===== config.mk =====
export PLATFORM = sky130hd
export DESIGN_NAME = morse_decoder_flat
export DESIGN_NICKNAME = d
export VERILOG_FILES = /design/src/rtl/morse_decoder_if.sv /design/src/rtl/morse_decoder.sv /design/src/flat_wrapper.sv
export SDC_FILE = /design/constraint.sdc
export NUM_CORES = 1
export LEC_CHECK = 0
export ABC_AREA = 0
export CORE_MARGIN = 2
export CORE_UTILIZATION = 40
export DETAILED_ROUTE_END_ITERATION = 6
export DONT_BUFFER_PORTS = 1
export SLEW_MARGIN = 20
export SYNTH_ARGS = -nofsm -noshare
export SYNTH_HDL_FRONTEND = slang
export SYNTH_SLANG_ARGS = --single-unit
export TNS_END_PERCENT = 50

===== constraint.sdc =====
create_clock -name clk -period 1.8 [get_ports clk]
set_clock_uncertainty 0.15 [all_clocks]
set_input_delay 0.36 -clock clk [delete_from_list [all_inputs] [get_ports clk]]
set_output_delay 0.36 -clock clk [all_outputs]
set_load 0.05 [all_outputs]

===== src/rtl/morse_decoder_if.sv =====
//------------------------------------------------------------------------------
// Module      : morse_decoder_if
// Description : Symbol-slot bus between the Morse timing front end and decoder.
// Revision    : 1.0
//------------------------------------------------------------------------------
`default_nettype none

interface morse_decoder_if;
    logic [1:0] morse_one;
    logic [1:0] morse_two;
    logic [1:0] morse_three;
    logic [1:0] morse_four;
    logic [1:0] morse_five;
    logic       letter_done;
    logic [7:0] ascii_char;

    modport master (
        output morse_one, morse_two, morse_three, morse_four, morse_five,
        output letter_done,
        input  ascii_char
    );

    modport slave (
        input  morse_one, morse_two, morse_three, morse_four, morse_five,
        input  letter_done,
        output ascii_char
    );
endinterface

`default_nettype wire


===== src/rtl/morse_decoder.sv =====
//------------------------------------------------------------------------------
// Module      : morse_decoder
// Description : Decodes five dot/dash symbol slots into registered ASCII.
// Revision    : 1.0
//------------------------------------------------------------------------------
`default_nettype none

module morse_decoder (
    input  wire logic        clk,
    input  wire logic        reset,
    morse_decoder_if.slave   bus
);

    localparam logic [7:0] c_UNKNOWN = 8'h3F;

    logic [9:0] w_slots;
    logic [7:0] w_decoded;
    logic [7:0] r_ascii_char;

    assign w_slots = {bus.morse_one, bus.morse_two, bus.morse_three,
                      bus.morse_four, bus.morse_five};

    // Matching the whole slot word means gaps, 2'b11 slots and the all-empty
    // word can never hit a table entry, so they all land on the default.
    always_comb begin
        w_decoded = c_UNKNOWN;
        case (w_slots)
            10'b01_10_00_00_00: w_decoded = 8'h41; // A
            10'b10_01_01_01_00: w_decoded = 8'h42; // B
            10'b10_01_10_01_00: w_decoded = 8'h43; // C
            10'b10_01_01_00_00: w_decoded = 8'h44; // D
            10'b01_00_00_00_00: w_decoded = 8'h45; // E
            10'b01_01_10_01_00: w_decoded = 8'h46; // F
            10'b10_10_01_00_00: w_decoded = 8'h47; // G
            10'b01_01_01_01_00: w_decoded = 8'h48; // H
            10'b01_01_00_00_00: w_decoded = 8'h49; // I
            10'b01_10_10_10_00: w_decoded = 8'h4A; // J
            10'b10_01_10_00_00: w_decoded = 8'h4B; // K
            10'b01_10_01_01_00: w_decoded = 8'h4C; // L
            10'b10_10_00_00_00: w_decoded = 8'h4D; // M
            10'b10_01_00_00_00: w_decoded = 8'h4E; // N
            10'b10_10_10_00_00: w_decoded = 8'h4F; // O
            10'b01_10_10_01_00: w_decoded = 8'h50; // P
            10'b10_10_01_10_00: w_decoded = 8'h51; // Q
            10'b01_10_01_00_00: w_decoded = 8'h52; // R
            10'b01_01_01_00_00: w_decoded = 8'h53; // S
            10'b10_00_00_00_00: w_decoded = 8'h54; // T
            10'b01_01_10_00_00: w_decoded = 8'h55; // U
            10'b01_01_01_10_00: w_decoded = 8'h56; // V
            10'b01_10_10_00_00: w_decoded = 8'h57; // W
            10'b10_01_01_10_00: w_decoded = 8'h58; // X
            10'b10_01_10_10_00: w_decoded = 8'h59; // Y
            10'b10_10_01_01_00: w_decoded = 8'h5A; // Z
            10'b10_10_10_10_10: w_decoded = 8'h30; // 0
            10'b01_10_10_10_10: w_decoded = 8'h31; // 1
            10'b01_01_10_10_10: w_decoded = 8'h32; // 2
            10'b01_01_01_10_10: w_decoded = 8'h33; // 3
            10'b01_01_01_01_10: w_decoded = 8'h34; // 4
            10'b01_01_01_01_01: w_decoded = 8'h35; // 5
            10'b10_01_01_01_01: w_decoded = 8'h36; // 6
            10'b10_10_01_01_01: w_decoded = 8'h37; // 7
            10'b10_10_10_01_01: w_decoded = 8'h38; // 8
            10'b10_10_10_10_01: w_decoded = 8'h39; // 9
            default:            w_decoded = c_UNKNOWN;
        endcase
    end

    always_ff @(posedge clk or negedge reset) begin
        if (!reset) begin
            r_ascii_char <= 8'h00;
        end else if (bus.letter_done) begin
            r_ascii_char <= w_decoded;
        end
    end

    assign bus.ascii_char = r_ascii_char;

endmodule

`default_nettype wire


===== src/flat_wrapper.sv =====
// flat-port wrapper written by rule: the top's interface ports become plain ports
module morse_decoder_flat 
  (clk, reset, bus_morse_one, bus_morse_two, bus_morse_three, bus_morse_four, bus_morse_five, bus_letter_done, bus_ascii_char);
  morse_decoder_if bus_i ();
  input  wire logic clk;
  input  wire logic reset;
  input wire logic [$bits(bus_i.morse_one)-1:0] bus_morse_one;
  input wire logic [$bits(bus_i.morse_two)-1:0] bus_morse_two;
  input wire logic [$bits(bus_i.morse_three)-1:0] bus_morse_three;
  input wire logic [$bits(bus_i.morse_four)-1:0] bus_morse_four;
  input wire logic [$bits(bus_i.morse_five)-1:0] bus_morse_five;
  input wire logic [$bits(bus_i.letter_done)-1:0] bus_letter_done;
  output wire logic [$bits(bus_i.ascii_char)-1:0] bus_ascii_char;
  assign bus_i.morse_one = bus_morse_one;
  assign bus_i.morse_two = bus_morse_two;
  assign bus_i.morse_three = bus_morse_three;
  assign bus_i.morse_four = bus_morse_four;
  assign bus_i.morse_five = bus_morse_five;
  assign bus_i.letter_done = bus_letter_done;
  assign bus_ascii_char = bus_i.ascii_char;
  morse_decoder u_core (.clk(clk), .reset(reset), .bus(bus_i));
endmodule

# Yosys cells after proc, flatten, opt, wreduce, memory -nomap -nowiden
# Index checks and enable logic that the tools add are counted.
# op_classes
n_eq_ne,36
n_mux,1
# op_table
op,count
$pmux W7 S36,1
$eq A10 B10 Y1 const B,18
$eq A10 B9 Y1 const B,18
# totals
register_bits,8
in_bits,13
out_inout_bits,8
wordCells,38

# Longest topological paths before layout
# Gate-level depths: netlist (run 1).
# logic_depth
depth_word,2
mapped_depth,8
depth_no_buf,6

# Least setup slack after synthesis (run 1)
# No wires, ideal clock.
# synth_path
path_type,input -> register
from,input port bus_morse_four[1]
to,"register u_core.r_ascii_char[2], in the netlist u_core.bus.ascii_char[2]"
setup_ns,0.138
t_arrival_ns,1.631
required_ns,1.512
path_slack_ns,-0.119
stages,7
n_path_buf,1
cell_sequence,buf_2 nor4b_2 nand2_1 o221ai_1 a211oi_2 nand4_1 a41oi_2
# synth_via
elab_chain_cells,2
elab_cells_between_ends,37
cone_classes,eq/ne (36); mux (1)
# synth_lines
item,line,source
"start, declared",flat_wrapper.sv:10,input wire logic [$bits(bus_i.morse_four)-1:0] bus_morse_four;
$eq A10 B10 Y1 / $eq A10 B9 Y1 (equally long branches),morse_decoder.sv:27,case (w_slots)
$pmux W7 S36 (*),morse_decoder.sv:27,
"end signal, assigned",morse_decoder.sv:72,r_ascii_char <= w_decoded;
"end, declared",morse_decoder.sv:18,logic [7:0] r_ascii_char;
# Mark *: on every way between the ends. The rest lies on a longest branch, timed or not.
# A chain may end at the register's enable or synchronous reset.

# Worst setup path after layout (run 1)
# layout_path
from,input port bus_morse_one[1]
to,"register u_core.r_ascii_char[1], in the netlist u_core.bus.ascii_char[1]"
# layout_via
elab_chain_cells,2
elab_cells_between_ends,37
cone_classes,eq/ne (36); mux (1)
# layout_lines
item,line,source
"start, declared",flat_wrapper.sv:7,input wire logic [$bits(bus_i.morse_one)-1:0] bus_morse_one;
$eq A10 B10 Y1 / $eq A10 B9 Y1 (equally long branches),morse_decoder.sv:27,
$pmux W7 S36 (*),morse_decoder.sv:27,
# Marked as above.

==> flow_summary.ini, run 1 <==
[pwr]
p_comb_share_pct = 32.4
ir_drop_uv = 282.0
swShare_pct = 34.74
p_int_mw = 0.3290
p_leak_nw = 0.4971
pwr-share-clk_pct = 28.7
switchingPower_mw = 0.1751
power_mw = 0.5041
p_seq_share_pct = 38.8
power_density_mw_per_mm2 = 363.3

[logic_synthesis]
postSynthAreaPerCell_um2 = 7.107
syn-instance-count = 150
synthArstFlopShare_pct = 100.0
muxShareOfSynthArea_pct = 1.995
synthXorXnorAreaFrac_pct = 3.286
yosys_warnings = 0
synthFlopType = dfrtp_1
synthAdderAreaFrac_pct = 0
ys_types = 45
ys_seq_elements = 7
synth_top_family_by_area = simple AND/OR/NAND/NOR gates
synth_edf_count = 0
synth_compound_area_share_pct = 29.11
netlist_area_mm2 = 0.001066
ys_seq_area_share_pct = 16.43
synth-simple-area-share_pct = 40.96
syn-num-nets = 163

[hold_path]
min_path_type = in2reg

[critical_path]
path_cells = nor4bb_1, buf_4, a21o_1, a32o_1, a211oi_2, nand4_1, a31oi_1
path_delay_family = compound AO/OA/AOI/OAI gates
startpoint_type = primary input
cpMaxStageDelayCell = a32o_1
criticalPathCategory = in2reg
max_stage_delay_ps = 260
crit_buf_inv = 1
cp_max_fo = 8
endpoint_kind = flop
crit_arrival_ps = 1690
required_ps = 1820

[clock_tree]
path_clk_slew_ps = 50
clkLatencyLatePin_ps = 250
cts_tree = yes
htreeDepth = 1
cts_root_buffer = clkbuf_4
cts_sinks = 7
cts_buffers = 3
post_cts_buffers = 0
cts.path.max_buffers = 2

[final_layout]
fin_cells = 207
drive_gt1_share_pct = 29.38
post-route-util_pct = 55.51
nFillCells = 246
area_growth_pct = 30.16
antenna_cells = 0
largest_reg_flops = 7
final_nets = 191

[floorplanning]
dieArea_mm2 = 0.003094
coreArea_mm2 = 0.002500
die_w_um = 55.63
die_h_um = 55.63
rows = 18
start_util_pct = 42.64
top_level_ports = 21

[global_routing]
grt_pass1_vias = 1330
grt_overflow = 0
antenna_found_initial = 0
grt_max_degree = 15
grt.total_usage_pct = 24.51
grt_pass1_wl_um = 6168

[placement]
post-place-ws_ps = -139.9
port_buffers = 0
gp_congestion = 1.093
detailed_place_hpwl_um = 2905
placedCellCount = 202

[drt]
drt-initial-drc-count = 76
vias = 1377
first_pass_iters = 4
viasPerCell = 6.652
wl_per_cell_um = 17.86
drc = 0
routed_wl_um = 3697
ant_nets = 0

[timing]
fin_crit_sh_pct = 92.87
timing.final.hold_violations = 0
period_minus_slack_ps = 1672
finalMaxSlewViolations = 0
fmax_mhz = 598.2
worst_slack_ps = 128.3
setup_violations = 0
rsz0062_at_grt = no
tns_ps = 0

[outcome]
status = complete, no violations

[flow_run]
drv_cap = 0
metal layers:
layer	share of wire, %	track usage, %	wire length (um)	up-vias
met3	9.2	5.349	339	24
met4	4.7	13.59	173	0
met1	39	28.90	1429	630
li1	-	-	-	628
met2	47	40.99	1754	95
met5	0	0	0	-
through the flow:
step | cell area [um2] | hold WS (ps)
2_1_floorplan | 1134 | -85.59
3_3_place_gp | 1351 | -85.46
3_5_place_dp | 1351 | -85.44
4_1_cts | 1388 | 62.11
5_1_grt | 1388 | 66.10
6_report | 1388 | 67.18
power groups by stage:
stage               clock network [mW]  logic, mW  registers (mW)
floorplan                            0      0.131           0.197
finish                           0.145      0.164           0.196
detailed placement                   0      0.154           0.199
global route                     0.157      0.177           0.197
global placement                     0      0.152           0.198
CTS                              0.148      0.159           0.196
final timing paths:
path,cells after the start,startpoint,slack [ps],endpoint
worst max-delay path,7,bus_morse_one[1],130,u_core.bus.ascii_char[1]
worst min-delay path,1,bus_letter_done,70,u_core.bus.ascii_char[5]
worst max register to register,1,u_core.bus.ascii_char[4],630,u_core.bus.ascii_char[4]
worst min register to register,2,u_core.bus.ascii_char[5],640,u_core.bus.ascii_char[5]
max in group asynchronous,1,reset,990,u_core.bus.ascii_char[6]
min in group asynchronous,1,reset,280,u_core.bus.ascii_char[5]
cell type report:
type	instances	area [um2]	share of cell area [%]
Multi-Input combinational cell	125	853.3	61.50
Timing Repair Buffer	37	280.3	20.20
Sequential cell	7	175.2	12.62
Tap cell	30	37.54	2.705
Clock buffer	4	26.28	1.894
Inverter	4	15.01	1.082
synth_stat cells (3+ instances only):
cell type | count | area [um2]
nor4bb_1 | 3 | 30.03
a31oi_1 | 3 | 18.77
a21oi_1 | 5 | 25.02
nor2b_1 | 8 | 50.05
o21ai_0 | 3 | 15.01
clkbuf_1 | 3 | 11.26
o211ai_1 | 4 | 30.03
inv_1 | 4 | 15.01
o2111ai_1 | 3 | 26.28
a211oi_1 | 3 | 22.52
o22ai_1 | 6 | 37.54
nand2b_1 | 4 | 25.02
xor2_1 | 4 | 35.03
nand2_1 | 13 | 48.80
dfrtp_1 | 7 | 175.2
buf_2 | 10 | 50.05
nor3_1 | 11 | 55.05
nand4_1 | 5 | 31.28
nor2_1 | 15 | 56.30
nand3_1 | 9 | 45.04
a32oi_1 | 3 | 26.28
repair_timing:
| action | 4_1_cts | 5_1_grt |
|---|---|---|
| gates resized for setup | 0 | 1 |
| hold buffers | 1 | 0 |
| setup endpoints to repair | 0 | 1 |
| hold endpoints to repair | 7 | 0 |
kinds of logic (layout without fill, tap and decap cells):
kind of cell              after synthesis  after routing
and+or+nand+nor                        77             77
AOI/OAI and AO/OA                      41             41
buffers and inverters                  18             45
DFF                                     7              7
xor gates and xnor gates                4              4
muxes                                   2              2
other                                   1              1
cells in the final DEF, fill, tap and decap left out, drive strengths merged, types with 2 or more instances in the layout:
master / synthesis / final
buf: 11 / 36
nor2: 15 / 15
nand2: 13 / 13
nor3: 11 / 11
nand3: 9 / 9
nor2b: 8 / 8
dfrtp: 7 / 7
o22ai: 6 / 6
nand4: 5 / 5
a21oi: 5 / 5
o211ai: 4 / 4
inv: 4 / 4
nand2b: 4 / 4
a211oi: 4 / 4
xor2: 4 / 4
clkbuf: 3 / 4
a32oi: 3 / 3
o2111ai: 3 / 3
a31oi: 3 / 3
nor4bb: 3 / 3
o21ai: 3 / 3
nor4b: 2 / 2
nor4: 2 / 2
Note: power is estimated with default switching activity, not from simulation.
==> inputs of run 2 (changes only) <==
--- a/config.mk
+++ b/config.mk
@@ -8,8 +8,10 @@
 export ABC_AREA = 0
 export CORE_MARGIN = 2
 export CORE_UTILIZATION = 40
+export CTS_BUF_LIST = sky130_fd_sc_hd__clkbuf_8 sky130_fd_sc_hd__clkbuf_16
 export DETAILED_ROUTE_END_ITERATION = 6
 export DONT_BUFFER_PORTS = 1
+export HOLD_SLACK_MARGIN = 0.06
 export SLEW_MARGIN = 20
 export SYNTH_ARGS = -nofsm -noshare
 export SYNTH_HDL_FRONTEND = slang
==> run 2 against run 1 <==
  * Register-to-register slack barely moved
  * Via count is 0.80% higher
  * Global-route usage about the same
  * Critical path type unchanged
  * Largest power group is now the clock network
==> flow_summary.ini, run 2 (synthesized netlist as in run 1, its figures left out) <==
[critical_path]
cp.depth = 7
cp_max_fo = 8
max_stage_delay_ps = 260
crit_arrival_ps = 1700
worst-r2r-cell-count = 1
startpoint_type = primary input
endpoint_kind = flop
criticalPathCategory = in2reg
crit_buf_inv = 1
path_cells = nor4bb_1, buf_4, a21o_1, a32o_1, a211oi_2, nand4_1, a31oi_1
path_delay_family = compound AO/OA/AOI/OAI gates
cpMaxStageDelayCell = a32o_1
required_ps = 1790

[placement]
port_buffers = 0
detailed_place_hpwl_um = 2905
gp_congestion = 1.093
post-place-ws_ps = -139.9
placedCellCount = 202

[drt]
ant_nets = 0
drc = 0
drt-initial-drc-count = 83
routed_wl_um = 3694
first_pass_iters = 5
wl_per_cell_um = 17.85
viasPerCell = 6.705
vias = 1388

[global_routing]
grt_overflow = 0
grt_pass1_wl_um = 6182
grt_pass1_vias = 1334
grt.total_usage_pct = 24.56
antenna_found_initial = 0
grt_max_degree = 15

[pwr]
swShare_pct = 31.81
power_density_mw_per_mm2 = 408.7
p_comb_share_pct = 28.5
pwr-share-clk_pct = 37.4
switchingPower_mw = 0.1832
p_int_mw = 0.3926
p_seq_share_pct = 34.1
ir_drop_uv = 379.8
p_leak_nw = 0.5100

[timing]
fmax_mhz = 586.6
setup_violations = 0
finalMaxSlewViolations = 0
rsz0062_at_grt = yes
timing.final.hold_violations = 0
worst_slack_ps = 95.33
fin_crit_sh_pct = 94.70
period_minus_slack_ps = 1705

[clock_tree]
cts_sinks = 7
htreeDepth = 1
cts_buffers = 3
cts_root_buffer = clkbuf_8
cts.path.max_buffers = 2
clkLatencyLatePin_ps = 230
path_clk_slew_ps = 40
cts_tree = yes

[floorplanning]
rows = 18
dieArea_mm2 = 0.003094
die_w_um = 55.63
coreArea_mm2 = 0.002500
start_util_pct = 42.64
die_h_um = 55.63
top_level_ports = 21

[final_layout]
drive_gt1_share_pct = 29.94
antenna_cells = 0
final_nets = 191
final_common_cell = buf_4
largest_reg_flops = 7
area_growth_pct = 32.16
layout_common_cells = buf_4 (36), nor2_1 (15), nand2_1 (12)
fin_cells = 207

[hold_path]
min_path_type = in2reg
hold_depth = 1

[outcome]
status = complete, no violations

[flow_run]
drv_cap = 0
## run 2: routing by layer
metal | wire length (um) | up-vias | share of wire (%) | global-route usage (%)
li1 | - | 629 | - | -
met1 | 1417 | 617 | 38 | 29.04
met2 | 1732 | 117 | 47 | 40.99
met3 | 374 | 25 | 10 | 5.349
met4 | 169 | 0 | 4.6 | 13.59
met5 | 0 | - | 0 | 0
## run 2: worst paths after layout
path                       slack, ps                  endpoint                     start
max                              100  u_core.bus.ascii_char[1]          bus_morse_one[1]
min in group asynchronous        310  u_core.bus.ascii_char[4]                     reset
max in group asynchronous        940  u_core.bus.ascii_char[1]                     reset
min reg2reg                      630  u_core.bus.ascii_char[5]  u_core.bus.ascii_char[5]
min                              100  u_core.bus.ascii_char[5]           bus_letter_done
max reg2reg                      630  u_core.bus.ascii_char[4]  u_core.bus.ascii_char[4]
## run 2: cell type report
| cell class | count | area, um2 |
|---|---|---|
| tap | 30 | 37.54 |
| multi-input combinational | 125 | 855.8 |
| inverter | 4 | 15.01 |
| fill | 242 | 1091 |
| clock inverter | 1 | 3.754 |
| timing repair buffer | 37 | 280.3 |
| clock buffer | 3 | 41.29 |
| sequential | 7 | 175.2 |
## run 2: power by group through the flow
| stage | Clock, mW | Sequential [mW] | Combinational, mW |
|---|---|---|---|
| after floorplan | 0 | 0.197 | 0.131 |
| after global placement | 0 | 0.198 | 0.152 |
| after detailed placement | 0 | 0.199 | 0.154 |
| after CTS | 0.219 | 0.197 | 0.159 |
| after global routing | 0.230 | 0.197 | 0.178 |
| final | 0.215 | 0.196 | 0.164 |
## run 2: per-stage QoR
step                      hold WS (ps)  cell area (um2)  setup TNS [ps]  util, %  total power, mW
after floorplan                 -85.59             1134          -62.76        -           0.3283
after global placement          -85.46             1351          -542.2    54.05           0.3507
after detailed placement        -85.44             1351          -570.8    54.05           0.3530
after CTS                        94.63             1406               0    56.26           0.5745
after global routing             101.7             1409          -4.686    56.36           0.6048
final                            95.01             1409               0    56.36           0.5758
## run 2: timing repair
item | in CTS | in global routing
endpoints found under the hold margin | 7 | 0
resized for setup | 0 | 2
hold buffers | 1 | 0
endpoints found under the setup margin | 0 | 4
buffers inserted | 0 | 0
